[config.mk]
export PLATFORM = sky130hd
export DESIGN_NAME = pipe_ctrl_flat
export DESIGN_NICKNAME = d
export VERILOG_FILES = /design/src/rtl/pipe_ctrl_pkg.sv /design/src/rtl/pipe_ctrl_if.sv /design/src/rtl/pipe_ctrl_sat_counter.sv /design/src/rtl/pipe_ctrl.sv /design/src/flat_wrapper.sv
export SDC_FILE = /design/constraint.sdc
export NUM_CORES = 1
export LEC_CHECK = 0
export ABC_AREA = 1
export CAP_MARGIN = 20
export CORE_UTILIZATION = 30
export DETAILED_ROUTE_END_ITERATION = 8
export GPL_ROUTABILITY_DRIVEN = 0
export GPL_TIMING_DRIVEN = 1
export PLACE_DENSITY = 0.51
export SLEW_MARGIN = 20
export SYNTH_ARGS = -nofsm -noshare
export SYNTH_HDL_FRONTEND = slang
export SYNTH_SLANG_ARGS = --single-unit
[constraint.sdc]
create_clock -name clk -period 4.4 [get_ports clk]
set_input_delay 0.44 -clock clk [delete_from_list [all_inputs] [get_ports clk]]
set_output_delay 0.44 -clock clk [all_outputs]
set_load 0.05 [all_outputs]
[src/rtl/pipe_ctrl_pkg.sv]
// pipe_ctrl_pkg -- shared types and helpers for the pipeline hazard controller.
//   state_e  : controller state encoding (RUN / MEM_WAIT / ERR).
//   hazard_e : hazard classes; the numeric value is the priority rank, so a
//              larger value wins when several hazards are present at once.
//   ctrl_t   : bundle of the four stall and two flush controls.
//   run_hazard() picks the winning hazard while the pipeline is running.
//   ctrl_for()   maps a hazard class to its stall/flush pattern.
package pipe_ctrl_pkg;

  typedef enum logic [1:0] {
    ST_RUN      = 2'b00,
    ST_MEM_WAIT = 2'b01,
    ST_ERR      = 2'b10
  } state_e;

  typedef enum logic [2:0] {
    HZ_NONE     = 3'd0,
    HZ_LOADUSE  = 3'd1,
    HZ_REDIRECT = 3'd2,
    HZ_MEMWAIT  = 3'd3,
    HZ_ERR      = 3'd4
  } hazard_e;

  typedef struct packed {
    logic stall_f;
    logic stall_d;
    logic stall_e;
    logic stall_m;
    logic flush_d;
    logic flush_e;
  } ctrl_t;

  function automatic hazard_e run_hazard(input logic memwait,
                                         input logic redirect,
                                         input logic loaduse);
    hazard_e hz;
    if (memwait)       hz = HZ_MEMWAIT;
    else if (redirect) hz = HZ_REDIRECT;
    else if (loaduse)  hz = HZ_LOADUSE;
    else               hz = HZ_NONE;
    return hz;
  endfunction

  function automatic ctrl_t ctrl_for(input hazard_e hz);
    ctrl_t c;
    c = '0;
    case (hz)
      HZ_ERR, HZ_MEMWAIT: begin
        c.stall_f = 1'b1;
        c.stall_d = 1'b1;
        c.stall_e = 1'b1;
        c.stall_m = 1'b1;
      end
      // A redirect squashes the wrong-path instructions in D and E; any
      // load-use hazard they carry dies with them.
      HZ_REDIRECT: begin
        c.flush_d = 1'b1;
        c.flush_e = 1'b1;
      end
      // Hold F/D and push one bubble into E; next cycle the load has moved
      // to M, so the pair produces exactly one bubble.
      HZ_LOADUSE: begin
        c.stall_f = 1'b1;
        c.stall_d = 1'b1;
        c.flush_e = 1'b1;
      end
      default: ;
    endcase
    return c;
  endfunction

endpackage

[src/rtl/pipe_ctrl_if.sv]
// pipe_ctrl_if -- pipeline-to-hazard-controller bundle.
//   i_* : hazard sources from the E/D/M stages and the error-clear strobe.
//   o_* : stage stalls/flushes, sticky memory-timeout flag, statistics.
//   master : the pipeline side (drives i_*, observes o_*).
//   slave  : the controller side.
interface pipe_ctrl_if #(
  parameter int CNT_W = 16
) ();
  logic             i_LoadE;
  logic [4:0]       i_RdE;
  logic [4:0]       i_Rs1D;
  logic [4:0]       i_Rs2D;
  logic             i_BranchTakenE;
  logic             i_JalE;
  logic             i_JalrE;
  logic             i_MemReqM;
  logic             i_MemAckM;
  logic             i_ErrClr;
  logic             o_StallF;
  logic             o_StallD;
  logic             o_StallE;
  logic             o_StallM;
  logic             o_FlushD;
  logic             o_FlushE;
  logic             o_MemErr;
  logic [CNT_W-1:0] o_StallCnt;
  logic [CNT_W-1:0] o_FlushCnt;

  modport master (
    output i_LoadE, i_RdE, i_Rs1D, i_Rs2D, i_BranchTakenE, i_JalE, i_JalrE,
           i_MemReqM, i_MemAckM, i_ErrClr,
    input  o_StallF, o_StallD, o_StallE, o_StallM, o_FlushD, o_FlushE,
           o_MemErr, o_StallCnt, o_FlushCnt
  );

  modport slave (
    input  i_LoadE, i_RdE, i_Rs1D, i_Rs2D, i_BranchTakenE, i_JalE, i_JalrE,
           i_MemReqM, i_MemAckM, i_ErrClr,
    output o_StallF, o_StallD, o_StallE, o_StallM, o_FlushD, o_FlushE,
           o_MemErr, o_StallCnt, o_FlushCnt
  );
endinterface

[src/rtl/pipe_ctrl_sat_counter.sv]
// sat_counter -- event counter that sticks at all-ones instead of wrapping.
//   clk   : clock, rising edge.
//   rst_n : asynchronous active-low reset, clears the count.
//   en_i  : count one event this cycle.
//   cnt_o : current count.
module sat_counter #(
  parameter int CNT_W = 16
) (
  input  logic             clk,
  input  logic             rst_n,
  input  logic             en_i,
  output logic [CNT_W-1:0] cnt_o
);
  logic [CNT_W-1:0] cnt_q;
  logic [CNT_W-1:0] cnt_d;

  always_comb begin
    cnt_d = cnt_q;
    if (en_i && (cnt_q != '1)) cnt_d = cnt_q + CNT_W'(1);
  end

  always_ff @(posedge clk or negedge rst_n) begin
    if (!rst_n) cnt_q <= '0;
    else        cnt_q <= cnt_d;
  end

  assign cnt_o = cnt_q;
endmodule

[src/rtl/pipe_ctrl.sv]
// pipe_ctrl -- hazard controller for a 5-stage in-order pipeline.
//   clk   : clock, rising edge.
//   rst_n : asynchronous active-low reset.
//   bus   : pipe_ctrl_if slave port; hazard inputs in, stall/flush controls,
//           memory-timeout flag and saturating stall/flush counters out.
// Stall/flush controls are combinational from state and current inputs; the
// state only remembers an outstanding data-memory request and the error.
module pipe_ctrl
  import pipe_ctrl_pkg::*;
#(
  parameter int MEM_TIMEOUT = 16,
  parameter int CNT_W       = 16
) (
  input logic        clk,
  input logic        rst_n,
  pipe_ctrl_if.slave bus
);
  localparam int                WAIT_W     = $clog2(MEM_TIMEOUT + 1);
  localparam logic [WAIT_W-1:0] WAIT_LIMIT = WAIT_W'(MEM_TIMEOUT);

  state_e            state_q, state_d;
  logic [WAIT_W-1:0] wait_q, wait_d, wait_inc;
  logic              mem_err_q, mem_err_d;
  logic              loaduse, redirect, memwait, ack_valid;
  hazard_e           hz_run, hz;
  ctrl_t             ctrl;

  assign loaduse   = bus.i_LoadE & (bus.i_RdE != 5'd0) &
                     ((bus.i_RdE == bus.i_Rs1D) | (bus.i_RdE == bus.i_Rs2D));
  assign redirect  = bus.i_BranchTakenE | bus.i_JalE | bus.i_JalrE;
  assign memwait   = bus.i_MemReqM & ~bus.i_MemAckM;
  // An ack with no request in M is noise from the memory side.
  assign ack_valid = bus.i_MemReqM & bus.i_MemAckM;
  assign wait_inc  = wait_q + WAIT_W'(1);
  assign hz_run    = run_hazard(memwait, redirect, loaduse);

  always_ff @(posedge clk or negedge rst_n) begin
    if (!rst_n) begin
      state_q   <= ST_RUN;
      wait_q    <= '0;
      mem_err_q <= 1'b0;
    end else begin
      state_q   <= state_d;
      wait_q    <= wait_d;
      mem_err_q <= mem_err_d;
    end
  end

  // wait_q counts unacknowledged request cycles, including the RUN cycle in
  // which the request first appeared (hence the load of 1).
  always_comb begin
    state_d   = state_q;
    wait_d    = wait_q;
    mem_err_d = mem_err_q;
    case (state_q)
      ST_RUN: begin
        if (memwait) begin
          state_d = ST_MEM_WAIT;
          wait_d  = WAIT_W'(1);
        end
      end
      ST_MEM_WAIT: begin
        if (ack_valid) begin
          state_d = ST_RUN;
          wait_d  = '0;
        end else if (wait_inc >= WAIT_LIMIT) begin
          state_d   = ST_ERR;
          wait_d    = '0;
          mem_err_d = 1'b1;
        end else begin
          wait_d = wait_inc;
        end
      end
      ST_ERR: begin
        if (bus.i_ErrClr) begin
          state_d   = ST_RUN;
          mem_err_d = 1'b0;
        end
      end
      default: begin
        state_d = ST_RUN;
        wait_d  = '0;
      end
    endcase
  end

  // On the ack cycle of MEM_WAIT the stalls release immediately and the
  // E/D hazards are judged exactly as in RUN.
  always_comb begin
    hz = hz_run;
    case (state_q)
      ST_MEM_WAIT: if (!ack_valid) hz = HZ_MEMWAIT;
      ST_ERR:      hz = HZ_ERR;
      default:     ;
    endcase
    // Controls are forced low the moment reset asserts, not at the next edge.
    ctrl = rst_n ? ctrl_for(hz) : '0;
  end

  assign bus.o_StallF = ctrl.stall_f;
  assign bus.o_StallD = ctrl.stall_d;
  assign bus.o_StallE = ctrl.stall_e;
  assign bus.o_StallM = ctrl.stall_m;
  assign bus.o_FlushD = ctrl.flush_d;
  assign bus.o_FlushE = ctrl.flush_e;
  assign bus.o_MemErr = mem_err_q;

  sat_counter #(.CNT_W(CNT_W)) u_stall_cnt (
    .clk   (clk),
    .rst_n (rst_n),
    .en_i  (ctrl.stall_f),
    .cnt_o (bus.o_StallCnt)
  );

  sat_counter #(.CNT_W(CNT_W)) u_flush_cnt (
    .clk   (clk),
    .rst_n (rst_n),
    .en_i  (ctrl.flush_e),
    .cnt_o (bus.o_FlushCnt)
  );
endmodule

[src/flat_wrapper.sv]
// flat-port wrapper written by rule: the top's interface ports become plain ports
module pipe_ctrl_flat import pipe_ctrl_pkg::*;
#(
  parameter int MEM_TIMEOUT = 16,
  parameter int CNT_W       = 16
)
  (clk, rst_n, bus_i_LoadE, bus_i_RdE, bus_i_Rs1D, bus_i_Rs2D, bus_i_BranchTakenE, bus_i_JalE, bus_i_JalrE, bus_i_MemReqM, bus_i_MemAckM, bus_i_ErrClr, bus_o_StallF, bus_o_StallD, bus_o_StallE, bus_o_StallM, bus_o_FlushD, bus_o_FlushE, bus_o_MemErr, bus_o_StallCnt, bus_o_FlushCnt);
  pipe_ctrl_if #(.CNT_W(CNT_W)) bus_i ();
  input logic clk;
  input logic rst_n;
  input wire logic [$bits(bus_i.i_LoadE)-1:0] bus_i_LoadE;
  input wire logic [$bits(bus_i.i_RdE)-1:0] bus_i_RdE;
  input wire logic [$bits(bus_i.i_Rs1D)-1:0] bus_i_Rs1D;
  input wire logic [$bits(bus_i.i_Rs2D)-1:0] bus_i_Rs2D;
  input wire logic [$bits(bus_i.i_BranchTakenE)-1:0] bus_i_BranchTakenE;
  input wire logic [$bits(bus_i.i_JalE)-1:0] bus_i_JalE;
  input wire logic [$bits(bus_i.i_JalrE)-1:0] bus_i_JalrE;
  input wire logic [$bits(bus_i.i_MemReqM)-1:0] bus_i_MemReqM;
  input wire logic [$bits(bus_i.i_MemAckM)-1:0] bus_i_MemAckM;
  input wire logic [$bits(bus_i.i_ErrClr)-1:0] bus_i_ErrClr;
  output wire logic [$bits(bus_i.o_StallF)-1:0] bus_o_StallF;
  output wire logic [$bits(bus_i.o_StallD)-1:0] bus_o_StallD;
  output wire logic [$bits(bus_i.o_StallE)-1:0] bus_o_StallE;
  output wire logic [$bits(bus_i.o_StallM)-1:0] bus_o_StallM;
  output wire logic [$bits(bus_i.o_FlushD)-1:0] bus_o_FlushD;
  output wire logic [$bits(bus_i.o_FlushE)-1:0] bus_o_FlushE;
  output wire logic [$bits(bus_i.o_MemErr)-1:0] bus_o_MemErr;
  output wire logic [$bits(bus_i.o_StallCnt)-1:0] bus_o_StallCnt;
  output wire logic [$bits(bus_i.o_FlushCnt)-1:0] bus_o_FlushCnt;
  assign bus_i.i_LoadE = bus_i_LoadE;
  assign bus_i.i_RdE = bus_i_RdE;
  assign bus_i.i_Rs1D = bus_i_Rs1D;
  assign bus_i.i_Rs2D = bus_i_Rs2D;
  assign bus_i.i_BranchTakenE = bus_i_BranchTakenE;
  assign bus_i.i_JalE = bus_i_JalE;
  assign bus_i.i_JalrE = bus_i_JalrE;
  assign bus_i.i_MemReqM = bus_i_MemReqM;
  assign bus_i.i_MemAckM = bus_i_MemAckM;
  assign bus_i.i_ErrClr = bus_i_ErrClr;
  assign bus_o_StallF = bus_i.o_StallF;
  assign bus_o_StallD = bus_i.o_StallD;
  assign bus_o_StallE = bus_i.o_StallE;
  assign bus_o_StallM = bus_i.o_StallM;
  assign bus_o_FlushD = bus_i.o_FlushD;
  assign bus_o_FlushE = bus_i.o_FlushE;
  assign bus_o_MemErr = bus_i.o_MemErr;
  assign bus_o_StallCnt = bus_i.o_StallCnt;
  assign bus_o_FlushCnt = bus_i.o_FlushCnt;
  pipe_ctrl #(.MEM_TIMEOUT(MEM_TIMEOUT), .CNT_W(CNT_W)) u_core (.clk(clk), .rst_n(rst_n), .bus(bus_i));
endmodule
==> out/metrics.cfg, run 1 <==
[clock_network]
postCtsSetupBuffers = 0
clkSlewWorstSetupHoldPaths_ps = 80
cts_buffers = 5
clock_sinks = 40
ctsResizeCount = 0
cts_hold_buf = 0
cts_tree = yes
cts-root-buf = clkbuf_8
clk_latency_ps = 290
htreeDepth = 2
clockBufferDepth = 2

[critical_path]
cp_max_fo = 3
path_cells = inv_1 -> ha_1 -> o21ai_2 -> nand2_2 -> nand2_2 -> inv_1 -> nor2_2 -> nand2_4 -> a31oi_1 -> clkdlybuf4s50_1
slowest_stage = clkdlybuf4s50_1
timing.rr.end = u_core.u_flush_cnt.cnt_o[2]
worstSetupPathType = reg -> out
cp-start-kind = flop
arrival_ps = 2850
path_buf_inv = 3
endpoint_kind = output pin
r2r_cells = 9
path_delay_family = buffers and inverters
slowest_delay_ps = 870
reg2reg_from = u_core.u_flush_cnt.cnt_o[0]
r2r_setup_slack_ps = 2110
cp.required_ps = 3960

[routing]
routed_via_density = 4.65
dr.pass1.iters = 4
drcViolationCount = 0
wl_per_cell_um = 12.1
drt_wl_total_um = 6650
initialDrtViolationCount = 66
vias = 2558
ant_nets = 0

[timing]
tns_ps = 0
slew_headroom = 0.536
rsz0062_at_grt = no
whs_ps = 352
final.period_utilization = 0.748
worst_pin_slew_ps = 696
final.min_clock_period_ps = 3290
setup_violations = 0
finalClockSkew_ps = 4.47
slew_viol_final = 0
fmax_ghz = 0.304
hold_viol = 0

[yosys]
syn_inst = 378
synthTopCellsByArea = dfrtp_1 (35%), nand2_1 (15%), xor2_1 (6.8%)
synthFlopType = dfrtp_1
synth_most_common_cell = nand2_1
yosysUniqueCellTypes = 32
synth_nets = 408
syn_avg_cell_area_um2 = 7.52
synth_top_area_frac = 0.352
yosys_warnings = 0
synth_edf_count = 0
ys_seq_area_frac = 0.352
synth_seq_cells = 40
synth_commonest_cells = nand2_1 (110), dfrtp_1 (40), nand3_1 (34)
yosysTopAreaCell = dfrtp_1
synthArstFlopShare = 1.00
syn-cell-area_mm2 = 0.00284

[finish]
drive_gt1_frac = 0.112
n_antenna_cell = 0
syn_to_final_growth_pct = 27.2
fin_nets = 468
fill_cells = 992

[floorplan]
die_area_mm2 = 0.00986
start_util = 0.309
die_w_um = 99.3
core_area_mm2 = 0.00920
row_count = 35
die-height_um = 99.3
io_pins = 63

[min_path]
hold_class = in -> async

[grt]
grt_pass1_vias = 2581
grt_pass1_wl_um = 11600
grt_usage = 0.144
overflow = 0
antenna_found_initial = 0
grt_max_degree = 59

[place]
portBuffers = 62
post-dp-hpwl_um = 4900

[power_and_ir_drop]
power.leakage_nw = 1.66
peakVddDrop_mv = 0.338
power_density_mw_per_mm2 = 481

[run]
cap_violations = 0

[outcome]
status = complete, no violations

==> cells in the final DEF, fill, tap and decap left out, types with 2 or more instances in the layout <==
cell	netlist	routed
a21oi_1	3	3
clkbuf_1	1	2
clkbuf_8	0	6
clkdlybuf4s50_1	0	61
dfrtp_1	40	40
ha_1	6	6
inv_1	33	33
inv_2	5	5
nand2_1	110	110
nand2_2	18	18
nand2_4	5	5
nand3_1	34	34
nand3_2	2	2
nand3_4	2	2
nand4_1	21	21
nand4_2	3	3
nor2_1	26	26
nor2_2	3	3
nor3_1	8	8
nor3_2	2	2
nor4_1	3	3
o21ai_0	6	6
xnor2_1	10	10
xor2_1	22	22
==> cells by family after synthesis <==
logic type	synth area share
AO/OA/AOI/OAI	0.0273
XOR/XNOR	0.0986
adder cells (fa/ha/maj)	0.0264
buffers and inverters	0.0784
flip-flops	0.352
AND/OR/NAND/NOR	0.417
==> worst max path at each step <==
| stage | startpoint | end | slack, ps | cells after the start |
|---|---|---|---|---|
| finish | u_core.state_q[0] | bus_o_StallF | 1110 | 10 |
| CTS | u_core.state_q[0] | bus_o_StallF | 1080 | 10 |
| global placement | bus_i_RdE[3] | bus_o_StallF | 1190 | 12 |
| floorplan | u_core.state_q[0] | bus_o_StallF | 1340 | 10 |
| global route | u_core.state_q[0] | bus_o_StallF | 910 | 10 |
| detailed placement | bus_i_RdE[3] | bus_o_StallF | 1140 | 12 |
==> state kept, by name (all words and copies together) (netlist names) <==
name and flops:
u_core.u_flush_cnt.cnt_o 16, u_core.u_stall_cnt.cnt_o 16, u_core.wait_q 5, u_core.state_q 2
u_core.bus.o_MemErr 1
==> metrics by stage <==
step | instances | cell area (um^2) | worst slack, ps | total power [mW] | util
after floorplan | 378 | 2840 | 1340 | 1.26 | -
after global placement | 542 | 3520 | 1190 | 1.49 | 0.383
after detailed placement | 542 | 3520 | 1140 | 1.50 | 0.383
after CTS | 550 | 3610 | 1080 | 1.77 | 0.393
after global routing | 550 | 3610 | 914 | 1.87 | 0.393
final | 550 | 3610 | 1110 | 1.74 | 0.393
==> area by class of cell <==
| type | count | area [um^2] | share of cell area |
|---|---|---|---|
| Sequential cell | 40 | 1000 | 0.277 |
| Multi-Input combinational cell | 290 | 1620 | 0.448 |
| Clock buffer | 8 | 90.1 | 0.0249 |
| Timing Repair Buffer | 63 | 623 | 0.172 |
| Tap cell | 111 | 139 | 0.0384 |
| Inverter | 38 | 143 | 0.0395 |
==> layer usage <==
metal	vias up	wire, um	track usage
met4	0	24	0.0271
met1	1180	3290	0.187
met2	35	3150	0.251
met3	2	186	0.0267
met5	-	0	0
li1	1341	-	-
==> power breakdown <==
part | total [mW] | switching (mW) | internal [mW]
Combinational | 0.966 | 0.665 | 0.301
Sequential | 0.516 | 0.0875 | 0.429
Clock | 0.256 | 0.128 | 0.128
(Power assumes the default switching activity.)
==> run 2: changes to the inputs <==
Clock period 4.4 ns to 3.3 ns, I/O delays scaled along.
==> out/metrics.cfg, run 2 (synthesis results as in run 1) <==
[power_and_ir_drop]
power.share.sequential = 0.298  ; about the same
internal-power_mw = 1.14  ; +33%
clkPwrFrac = 0.145  ; -0.002
p_switching_mw = 1.16  ; +32%
peakVddDrop_mv = 0.444  ; +31%
comb_power_share = 0.556  ; about the same
power.leakage_nw = 1.67  ; +0.71%
switching_share = 0.505  ; -0.00201
power_density_mw_per_mm2 = 639  ; +33%
totalPowerFinal_mw = 2.31  ; +33%

[clock_network]
cts-root-buf = clkbuf_8
cts_buffers = 5  ; unchanged
cts_tree = yes
htreeDepth = 2  ; unchanged
ctsResizeCount = 0  ; unchanged
postCtsSetupBuffers = 0  ; unchanged
clk_latency_ps = 280  ; about the same
cts_hold_buf = 0  ; unchanged
clock_sinks = 40  ; unchanged
clockBufferDepth = 2  ; unchanged
clkSlewWorstSetupHoldPaths_ps = 80  ; about the same

[place]
portBuffers = 62  ; unchanged
post-dp-hpwl_um = 4890  ; about the same
pre_cts_slack_ps = 441  ; -698 ps

[routing]
drcViolationCount = 0  ; unchanged
wl_per_cell_um = 11.8  ; -2.5%
initialDrtViolationCount = 62  ; -6.1%
dr.pass1.iters = 4  ; unchanged
drt_wl_total_um = 6500  ; -2.3%
routed_via_density = 4.65  ; about the same
vias = 2562  ; +0.16%
ant_nets = 0  ; unchanged

[timing]
rsz0062_at_grt = no
layout_setup_ws_ps = 407  ; -702 ps
tns_ps = 0  ; unchanged
setup_violations = 0  ; unchanged
hold_viol = 0  ; unchanged
final.min_clock_period_ps = 2890
whs_ps = 232  ; -120 ps
worst_pin_slew_ps = 701  ; +5.35 ps
final.period_utilization = 0.877
finalClockSkew_ps = 9.46  ; +4.99 ps
slew_viol_final = 0  ; unchanged
slew_headroom = 0.533  ; -0.00357
fmax_ghz = 0.346

[finish]
final_util = 0.393  ; about the same
n_antenna_cell = 0  ; unchanged
fin_nets = 469  ; +0.21%
final_common_cell = nand2_1
final_cell_mix = nand2_1 (110), clkdlybuf4s50_1 (57), dfrtp_1 (40)
syn_to_final_growth_pct = 27.1  ; about the same
drive_gt1_frac = 0.123  ; +0.0111

[floorplan]
core_area_mm2 = 0.00920  ; unchanged
start_util = 0.309  ; unchanged
die_area_mm2 = 0.00986  ; unchanged
die_w_um = 99.3  ; unchanged
die-height_um = 99.3  ; unchanged
io_pins = 63  ; unchanged
row_count = 35  ; unchanged

[grt]
grt_pass1_wl_um = 11400  ; -1.8%
grt_max_degree = 59  ; unchanged
antenna_found_initial = 0  ; unchanged
grt_pass1_vias = 2481  ; -3.9%
overflow = 0  ; unchanged
grt_usage = 0.140  ; -0.00384

[critical_path]
worstSetupPathType = reg -> out
path_delay_family = buffers and inverters
cp_max_fo = 3  ; unchanged
cp-start-kind = flop
slowest_stage = clkdlybuf4s50_1
cp.required_ps = 2970  ; -990 ps
arrival_ps = 2560  ; -290 ps
slowest_delay_ps = 810  ; -60 ps
endpoint_kind = output pin
path_cells = inv_1 -> ha_1 -> o21ai_2 -> nand2_2 -> nor3_1 -> nand3_1 -> nand2_4 -> clkdlybuf4s50_1
path_buf_inv = 2  ; -1

[run]
cap_violations = 0  ; unchanged

[outcome]
status = complete, no violations

[min_path]
hold_class = in -> async

-- run 2: area by class of cell --
cell class / instances / area [um^2]
clock buffer: 8 / 90.1
fill: 973 / 5590
timing repair buffer: 64 / 621
sequential: 40 / 1000
multi-input combinational: 290 / 1620
inverter: 38 / 143
tap: 111 / 139
-- run 2: metal layers --
metal / wire (um) / global-route usage
met4: 24 / 0.0238
met3: 198 / 0.0260
met2: 3090 / 0.234
met1: 3180 / 0.191
met5: 0 / 0
-- run 2: power by group through the flow --
stage | Sequential (mW) | Clock (mW) | Combinational [mW]
floorplan | 0.871 | 0 | 0.810
global placement | 0.699 | 0 | 1.29
detailed placement | 0.698 | 0 | 1.30
CTS | 0.691 | 0.358 | 1.30
global route | 0.705 | 0.372 | 1.40
finish | 0.689 | 0.335 | 1.28
-- run 2: path summary, 6_finish.rpt --
path                                         startpoint  cells past startpoint                            to  slack (ps)
setup reg to reg            u_core.u_flush_cnt.cnt_o[0]                      9   u_core.u_flush_cnt.cnt_o[0]        1050
max in group asynchronous                         rst_n                      2   u_core.u_flush_cnt.cnt_o[4]        2600
hold / removal                                    rst_n                      2   u_core.u_stall_cnt.cnt_o[8]         230
setup / recovery                      u_core.state_q[0]                      8                  bus_o_FlushE         410
hold reg to reg            u_core.u_stall_cnt.cnt_o[15]                      2  u_core.u_stall_cnt.cnt_o[15]         520
min in group clk           u_core.u_stall_cnt.cnt_o[15]                      2  u_core.u_stall_cnt.cnt_o[15]         520
-- run 2: stage by stage --
step	std cells	instance area (um^2)
after floorplan	378	2840
after global placement	543	3520
after detailed placement	543	3520
after CTS	551	3610
after global routing	551	3610
final	551	3610
==> run 3: changes to the inputs <==
Settings changed: PLACE_DENSITY 0.51 to unset, PLACE_DENSITY_LB_ADDON set to 0.25.
==> out/metrics.cfg, run 3 (synthesis results as in run 1) <==
[grt]
grt_pass1_wl_um = 11700  ; +3.1%
antenna_found_initial = 0  ; unchanged
grt_usage = 0.144  ; +0.00400
overflow = 0  ; unchanged
grt_pass1_vias = 2586  ; +4.2%
grt_max_degree = 59  ; unchanged

[power_and_ir_drop]
clkPwrFrac = 0.153  ; +0.008
internal-power_mw = 1.15  ; +0.44%
power.leakage_nw = 1.68  ; about the same
switching_share = 0.504  ; -0.000585
p_switching_mw = 1.17  ; +0.20%
power.share.sequential = 0.296  ; -0.002
comb_power_share = 0.551  ; -0.005
peakVddDrop_mv = 0.343  ; -23%
power_density_mw_per_mm2 = 642  ; +0.42%

[routing]
drt_wl_total_um = 6550  ; +0.85%
dr.pass1.iters = 4  ; unchanged
initialDrtViolationCount = 95  ; +53%
vias = 2629  ; +2.6%
wl_per_cell_um = 11.9  ; +1.2%
drcViolationCount = 0  ; unchanged
routed_via_density = 4.79  ; +3.0%
ant_nets = 0  ; unchanged

[critical_path]
cp.required_ps = 2970  ; about the same
worstSetupPathType = reg -> out
cp-start-kind = flop
cp_max_fo = 7  ; +4
endpoint_kind = output pin
arrival_ps = 2490  ; -70 ps

[finish]
drive_gt1_frac = 0.126  ; +0.00284
regArea_mm2 = 0.00100  ; unchanged
final_common_cell = nand2_1
n_antenna_cell = 0  ; unchanged
fill_cells = 942  ; -3.2%
final_cell_mix = nand2_1 (110), clkdlybuf4s50_1 (56), dfrtp_1 (40)
final_util = 0.392  ; -0.000408
multiInputGateArea_mm2 = 0.00162  ; unchanged
syn_to_final_growth_pct = 26.9
fin_nets = 468  ; -0.21%

[clock_network]
htreeDepth = 2  ; unchanged
clock_sinks = 40  ; unchanged
cts_hold_buf = 0  ; unchanged
clockBufferDepth = 2  ; unchanged
postCtsSetupBuffers = 0  ; unchanged
cts_tree = yes
cts-root-buf = clkbuf_8
clk_latency_ps = 290  ; about the same
cts_buffers = 5  ; unchanged
clkSlewWorstSetupHoldPaths_ps = 80  ; about the same
ctsResizeCount = 0  ; unchanged

[timing]
tns_ps = 0  ; unchanged
fmax_ghz = 0.355  ; +2.6%
slew_viol_final = 0  ; unchanged
setup_violations = 0  ; unchanged
final.period_utilization = 0.855  ; -0.0221
final.min_clock_period_ps = 2820  ; -73.1 ps
slew_headroom = 0.524  ; -0.00831
finalClockSkew_ps = 7.07  ; -2.39 ps
hold_viol = 0  ; unchanged
layout_setup_ws_ps = 480  ; +73.1 ps
worst_pin_slew_ps = 713  ; +12.5 ps
rsz0062_at_grt = no

[floorplan]
die-height_um = 99.3  ; unchanged
core_area_mm2 = 0.00920  ; unchanged
die_w_um = 99.3  ; unchanged
io_pins = 63  ; unchanged
die_area_mm2 = 0.00986  ; unchanged
start_util = 0.309  ; unchanged
row_count = 35  ; unchanged

[min_path]
hold_class = in -> async

[outcome]
status = complete, no violations

[run]
cap_violations = 0  ; unchanged

[place]
post-dp-hpwl_um = 4830  ; -1.3%
pre_cts_slack_ps = 509  ; +67.8 ps
portBuffers = 62  ; unchanged

-- run 3: through the flow --
step / total power [mW] / cell area (um^2) / instances / hold slack [ps]
finish: 2.31 / 3610 / 549 / 209
global route: 2.50 / 3610 / 549 / 300
CTS: 2.35 / 3610 / 549 / 262
detailed placement: 1.98 / 3510 / 542 / 501
global placement: 1.97 / 3510 / 542 / 495
floorplan: 1.68 / 2840 / 378 / 34.4
-- run 3: cell type report --
cell class,instances,area share
Sequential cell,40,0.277
Tap cell,111,0.0385
Inverter,38,0.0395
Clock buffer,7,0.0267
Timing Repair Buffer,63,0.169
Multi-Input combinational cell,290,0.448
-- run 3: routing by layer --
layer / wire length, um / GRT usage
met3: 184 / 0.0239
met4: 46 / 0.0339
met5: 0 / 0
met2: 3260 / 0.251
met1: 3060 / 0.186
-- run 3: worst paths after layout --
kind / slack [ps] / startpoint / cells past startpoint / endpoint
setup / recovery: 480 / u_core.state_q[1] / 9 / bus_o_FlushD
hold / removal: 210 / rst_n / 2 / u_core.u_stall_cnt.cnt_o[7]
setup reg to reg: 1050 / u_core.u_flush_cnt.cnt_o[0] / 9 / u_core.u_flush_cnt.cnt_o[14]
hold reg to reg: 510 / u_core.bus.o_MemErr / 1 / u_core.bus.o_MemErr
max in group asynchronous: 2590 / rst_n / 2 / u_core.wait_q[1]
min in group clk: 510 / u_core.bus.o_MemErr / 1 / u_core.bus.o_MemErr
-- run 3: critical path: stages, from the launching register on --
cell	delay (ps)
dfrtp_1	400
inv_1	90
ha_1	290
inv_2	50
nand2_2	120
nand2_2	80
inv_1	130
nand4_2	170
inv_1	90
clkdlybuf4s50_1	800
-- run 3: power groups by stage --
stage	clock network, mW	logic, mW	registers (mW)
after floorplan	0	0.810	0.871
after global placement	0	1.27	0.696
after detailed placement	0	1.29	0.694
after CTS	0.371	1.29	0.685
after global routing	0.388	1.41	0.702
final	0.354	1.28	0.684
